**src/rtl/sine_pkg.sv**
```systemverilog
// Shared defaults and the generator state type for the DDS phase generator.
package sine_pkg;

  localparam int PHASE_W_DEF = 16;
  localparam int ADDR_W_DEF  = 6;
  localparam int DIV_W_DEF   = 8;

  typedef enum logic [1:0] {
    IDLE = 2'd0,
    RUN  = 2'd1,
    PEND = 2'd2
  } dds_state_e;

endpackage

```
**src/rtl/tick_prescaler.sv**
```systemverilog
// Free-running 0..div counter; tick is a combinational "count reached div"
// strobe that the top registers together with the phase update.
module tick_prescaler #(
  parameter int DIV_W = 8
) (
  input  logic             clk,
  input  logic             rst_n,
  input  logic             en,
  input  logic [DIV_W-1:0] div,
  output logic             tick
);

  logic [DIV_W-1:0] cnt_q;
  logic [DIV_W-1:0] cnt_d;

  always_comb begin
    // >= keeps the counter bounded if div is lowered mid-interval
    tick  = en && (cnt_q >= div);
    cnt_d = cnt_q;
    if (!en || tick) begin
      cnt_d = '0;
    end else begin
      cnt_d = cnt_q + DIV_W'(1);
    end
  end

  always_ff @(posedge clk or negedge rst_n) begin
    if (!rst_n) begin
      cnt_q <= '0;
    end else begin
      cnt_q <= cnt_d;
    end
  end

endmodule

```
**src/rtl/dds_phase_gen.sv**
```systemverilog
// DDS phase accumulator with prescaled tick, run/idle FSM and a config shadow
// that lets a new tuning word land exactly on the next tick.
module dds_phase_gen
  import sine_pkg::*;
#(
  parameter int PHASE_W = PHASE_W_DEF,
  parameter int ADDR_W  = ADDR_W_DEF,
  parameter int DIV_W   = DIV_W_DEF,
  parameter int FTW_RST = 1024,
  parameter int DIV_RST = 2
) (
  input  logic               clk,
  input  logic               rst_n,
  input  logic               en,
  input  logic               phase_clr,
  input  logic               cfg_valid,
  output logic               cfg_ready,
  input  logic [PHASE_W-1:0] cfg_ftw,
  input  logic [DIV_W-1:0]   cfg_div,
  output logic               tick,
  output logic [ADDR_W-1:0]  addr,
  output logic               wrap,
  output dds_state_e         dbg_state
);

  // Config handshake: a word transfers on a rising edge where cfg_valid and
  // cfg_ready are both high; cfg_ready is low only while a word is pending.

  dds_state_e         state_q, state_d;
  logic [PHASE_W-1:0] phase_q, phase_d;
  logic [ADDR_W-1:0]  addr_q, addr_d;
  logic               tick_q, tick_d;
  logic               wrap_q, wrap_d;
  logic [PHASE_W-1:0] ftw_q, ftw_d;
  logic [DIV_W-1:0]   div_q, div_d;
  logic [PHASE_W-1:0] sh_ftw_q, sh_ftw_d;
  logic [DIV_W-1:0]   sh_div_q, sh_div_d;

  logic               pre_tick;
  logic               cfg_acc;
  logic [PHASE_W-1:0] ftw_eff;
  logic [PHASE_W:0]   sum;

  tick_prescaler #(
    .DIV_W (DIV_W)
  ) u_prescaler (
    .clk   (clk),
    .rst_n (rst_n),
    .en    (en),
    .div   (div_q),
    .tick  (pre_tick)
  );

  assign cfg_ready = (state_q != PEND);
  assign cfg_acc   = cfg_valid && cfg_ready;
  // The tick that retires a pending word already accumulates with it
  assign ftw_eff   = (state_q == PEND) ? sh_ftw_q : ftw_q;
  assign sum       = {1'b0, phase_q} + {1'b0, ftw_eff};

  always_comb begin
    phase_d = phase_q;
    addr_d  = addr_q;
    tick_d  = 1'b0;
    wrap_d  = 1'b0;
    if (pre_tick) begin
      tick_d  = 1'b1;
      phase_d = sum[PHASE_W-1:0];
      wrap_d  = sum[PHASE_W];
      addr_d  = sum[PHASE_W-1 -: ADDR_W];
    end
    if (phase_clr) begin
      phase_d = '0;
      addr_d  = '0;
      wrap_d  = 1'b0;
    end
  end

  always_comb begin
    state_d  = state_q;
    ftw_d    = ftw_q;
    div_d    = div_q;
    sh_ftw_d = sh_ftw_q;
    sh_div_d = sh_div_q;
    case (state_q)
      IDLE: begin
        if (cfg_acc) begin
          ftw_d = cfg_ftw;
          div_d = cfg_div;
        end
        if (en) state_d = RUN;
      end
      RUN: begin
        if (!en) begin
          state_d = IDLE;
          if (cfg_acc) begin
            ftw_d = cfg_ftw;
            div_d = cfg_div;
          end
        end else if (cfg_acc) begin
          sh_ftw_d = cfg_ftw;
          sh_div_d = cfg_div;
          state_d  = PEND;
        end
      end
      PEND: begin
        if (!en || pre_tick) begin
          ftw_d   = sh_ftw_q;
          div_d   = sh_div_q;
          state_d = en ? RUN : IDLE;
        end
      end
      default: state_d = IDLE;
    endcase
  end

  always_ff @(posedge clk or negedge rst_n) begin
    if (!rst_n) begin
      state_q  <= IDLE;
      phase_q  <= '0;
      addr_q   <= '0;
      tick_q   <= 1'b0;
      wrap_q   <= 1'b0;
      ftw_q    <= PHASE_W'(FTW_RST);
      div_q    <= DIV_W'(DIV_RST);
      sh_ftw_q <= '0;
      sh_div_q <= '0;
    end else begin
      state_q  <= state_d;
      phase_q  <= phase_d;
      addr_q   <= addr_d;
      tick_q   <= tick_d;
      wrap_q   <= wrap_d;
      ftw_q    <= ftw_d;
      div_q    <= div_d;
      sh_ftw_q <= sh_ftw_d;
      sh_div_q <= sh_div_d;
    end
  end

  assign tick      = tick_q;
  assign addr      = addr_q;
  assign wrap      = wrap_q;
  assign dbg_state = state_q;

endmodule

```
**config.mk**
```make
export PLATFORM = sky130hd
export DESIGN_NAME = dds_phase_gen
export DESIGN_NICKNAME = d
export VERILOG_FILES = /design/src/rtl/sine_pkg.sv /design/src/rtl/tick_prescaler.sv /design/src/rtl/dds_phase_gen.sv
export SDC_FILE = /design/constraint.sdc
export NUM_CORES = 1
export LEC_CHECK = 0
export CAP_MARGIN = 30
export CORE_ASPECT_RATIO = 0.6
export CORE_MARGIN = 1
export CORE_UTILIZATION = 40
export DETAILED_ROUTE_END_ITERATION = 10
export HOLD_SLACK_MARGIN = 0.03
export SLEW_MARGIN = 20
export SYNTH_ARGS = -nofsm -noshare
export SYNTH_HDL_FRONTEND = slang
export SYNTH_SLANG_ARGS = --single-unit
```
**constraint.sdc**
```tcl
create_clock -name clk -period 3.45 [get_ports clk]
set_input_delay 0.69 -clock clk [delete_from_list [all_inputs] [get_ports clk]]
set_output_delay 0.69 -clock clk [all_outputs]
set_load 0.02 [all_outputs]
```
==> results by group <==
Layout
  – Final core occ: 0.492
  – Commonest non-fill, non-tap cell in the layout: nand2_1
  – Nets: approximately 550
  – Area of the multi-input gates: 2410 um2
  – Share of layout cells above drive strength 1: 0.166
  – Antenna diodes: 0
  – Register area: approximately 1900 um2
  – Syn-to-layout area delta: 16.7%
  – Fillers: roughly 1000
  – Most frequent cells in the layout: 112 x nand2_1, 74 x dfrtp_1, 38 x clkdlybuf4s50_1

Synth
  – Yosys cell types: 58
  – Main synth FF type: dfrtp_1
  – Yosys reg bits: 76
  – Syn Std Cell Area: 4560 um2
  – Synth Instances: around 460
  – Syn_nets: between 500 and 600
  – FFs w/ async S/R, synth: 1.00
  – Synth warn: 0
  – Register area share after synthesis: 0.418
  – Number of synthesized flops with an enable pin: 0
  – Avg Cell Area, Syn: between 9 and 10 um2

Power and ir drop
  – Pwr dens: ~520 nW/um2
  – Pleak: around 2.5 nW
  – Worst vdd ir: about 0.27 mV

Clock network
  – Hold_buf cts: 0
  – Clock Path Buffers: 2
  – CTS tree: yes
  – CTS Sinks: 76
  – PostCTS Resize Cnt: 0
  – Total CTS buffers: 9
  – Clock Latency Late Sink: approximately 0.34 ns
  – Worst-path clk slew: around 0.06 ns
  – Root buffer cell: clkbuf_16
  – Post-CTS setup buffer count: 0
  – H-tree level count: 3

GRT
  – Vias in the first global route: between 3000 and 4000
  – Initial antenna violation count: 0
  – First-pass GRT wire length: around 17 mm
  – Total grt overflow: 0
  – Overall Global Routing Usage: 0.184
  – Pin count of the biggest net entering global routing: 50

Placed design
  – DP HPWL: ~7.2 mm
  – Gpl congestion: slightly above 0.8
  – Port buffer count: 39

Floorplanning
  – Initial core utilization: 0.422
  – Io pins: 40
  – Die height: 84.7 um
  – Die area: between 10000 and 15000 um2
  – CORE AREA: ~11000 um2
  – Die X: between 100 and 150 um
  – FP Rows: 29

Timing
  – Least-Margin Pin Slew: 0.462 ns
  – Setup repair after global routing missed its margin: false
  – Post-route minimum period: a little over 3 ns
  – Setup violators final: 0
  – Fmax: between 300 and 400 MHz
  – Fin. max-slew vios: 0
  – Final clock period utilization by the worst path: 0.892
  – Final TNS setup: 0 ns
  – Hold Vio Cnt, Final: 0
  – Slew HR: 0.692
  – Skew final: approximately 0.007 ns

Job
  – Maxcap violations: 0

Setup path
  – Classification of the worst setup path: reg2reg
  – WP data required: ~3.7 ns
  – WP data arrival: approximately 3.3 ns
  – Setup crit end kind: register
  – CP Max Fanout: 13
  – Setup crit start kind: register

Run status
  – Status: finished clean

Detailed routing
  – Drt wl/cell: ~16 um
  – Drt pass-1 iters: 4
  – Via Count: roughly 3400
  – Total Wirelength: slightly above 10 mm
  – Residual DRC: 0
  – Vias per cell: around 5.3
  – Routed Antenna Nets: 0
  – DRT iter0 DRCs: 163

Worst hold path
  – Worst hold path class: in2async
[cell families (layout without fill, tap and decap cells)]
group / count (synthesis) / in the layout / share of synthesized area
compound gates: 65 / 65 / 0.107
flops: 76 / 76 / 0.418
mux: 55 / 55 / 0.143
simple gates: 181 / 181 / 0.176
buf+inv: 43 / 83 / 0.0546
fa+ha+maj: 27 / 27 / 0.0757
xor+xnor: 14 / 14 / 0.0269
[synthesized netlist by cell type (2+ instances only)]
master,number,area [um2]
a2111oi_2,2,30.0
a211o_1,3,26.3
a211oi_1,4,30.0
a211oi_2,4,50.1
a21o_1,3,22.5
a21oi_1,21,105
and2_1,3,18.8
and3_1,3,18.8
buf_12,2,40.0
buf_2,2,10.0
buf_4,8,60.1
buf_6,3,33.8
clkbuf_1,8,30.0
dfrtp_1,74,1850
dfstp_2,2,52.6
ha_1,26,325
inv_1,17,63.8
mux2_2,28,315
mux2_4,13,195
mux2i_1,14,140
nand2_1,112,420
nand3_1,8,40.0
nand3b_1,9,67.6
nand4_1,4,25.0
nand4b_1,2,17.5
nor2_1,27,101
nor2b_1,2,12.5
nor3_1,3,15.0
nor4_1,2,12.5
o21a_1,2,15.0
o21ai_0,9,45.0
o21ai_1,3,15.0
xnor2_1,8,70.1
xor2_1,6,52.6
[area by class of cell]
class,instances,share of cell area
repair buffers,48,0.0907
flip-flops and latches,76,0.358
inverters,19,0.0134
multi-input cells,342,0.453
well taps,139,0.0327
clock buffers,13,0.0489
clock inverters,3,0.00400
[path summary, 6_finish.rpt]
path                       slack (ns)    startpoint  cells past startpoint          end
setup / recovery                 0.37  dbg_state[1]                     13         wrap
hold / removal                   0.28         rst_n                      1  phase_q[13]
setup reg to reg                 0.37  dbg_state[1]                     13         wrap
hold reg to reg                  0.50   sh_div_q[5]                      1  sh_div_q[5]
max in group asynchronous        2.55         rst_n                      2    ftw_q[10]
min in group clk                 0.50   sh_div_q[5]                      1  sh_div_q[5]
[worst max-delay path: stages (launching register included)]
cell and delay (ns):
dfrtp_1 0.41, nor2b_2 0.21, buf_4 0.24, nand2_1 0.10, nand2_1 0.07, ha_1 0.18, inv_1 0.06, fa_1 0.40
nand3b_1 0.24, a211oi_2 0.25, nor2_1 0.09, a21oi_2 0.26, a21oi_1 0.13, a2111oi_2 0.33
[power breakdown]
group / total (mW) / switching, mW / internal, mW
clock network: 0.898 / 0.371 / 0.527
registers: 1.14 / 0.0820 / 1.06
logic: 0.717 / 0.360 / 0.358
total: 2.76 / 0.812 / 1.95
[per-stage QoR]
| stage | std cells | total power [mW] | hold WS (ns) | worst slack (ns) | area (um2) |
|---|---|---|---|---|---|
| after floorplan | 461 | 1.69 | 0.394 | 0.216 | 4560 |
| after global placement | 622 | 1.84 | 0.487 | 0.510 | 5000 |
| after detailed placement | 623 | 1.87 | 0.493 | 0.375 | 5030 |
| after CTS | 639 | 2.79 | 0.290 | 0.361 | 5310 |
| after global routing | 640 | 2.93 | 0.302 | 0.0534 | 5320 |
| final | 640 | 2.76 | 0.280 | 0.373 | 5320 |
[flip-flops by register name (all words and copies together) (netlist names)]
| register | cells |
|---|---|
| ftw_q | 16 |
| phase_q | 16 |
| sh_ftw_q | 16 |
| div_q | 8 |
| sh_div_q | 8 |
| u_prescaler.cnt_q | 8 |
| dbg_state | 2 |
| tick | 1 |
| wrap | 1 |
[layer usage]
layer	GRT usage	wire, um
met1	0.274	5460
met2	0.251	4060
met3	0.0491	426
met4	0.0679	161
met5	0	0
Power figures use the tool's default switching activity.
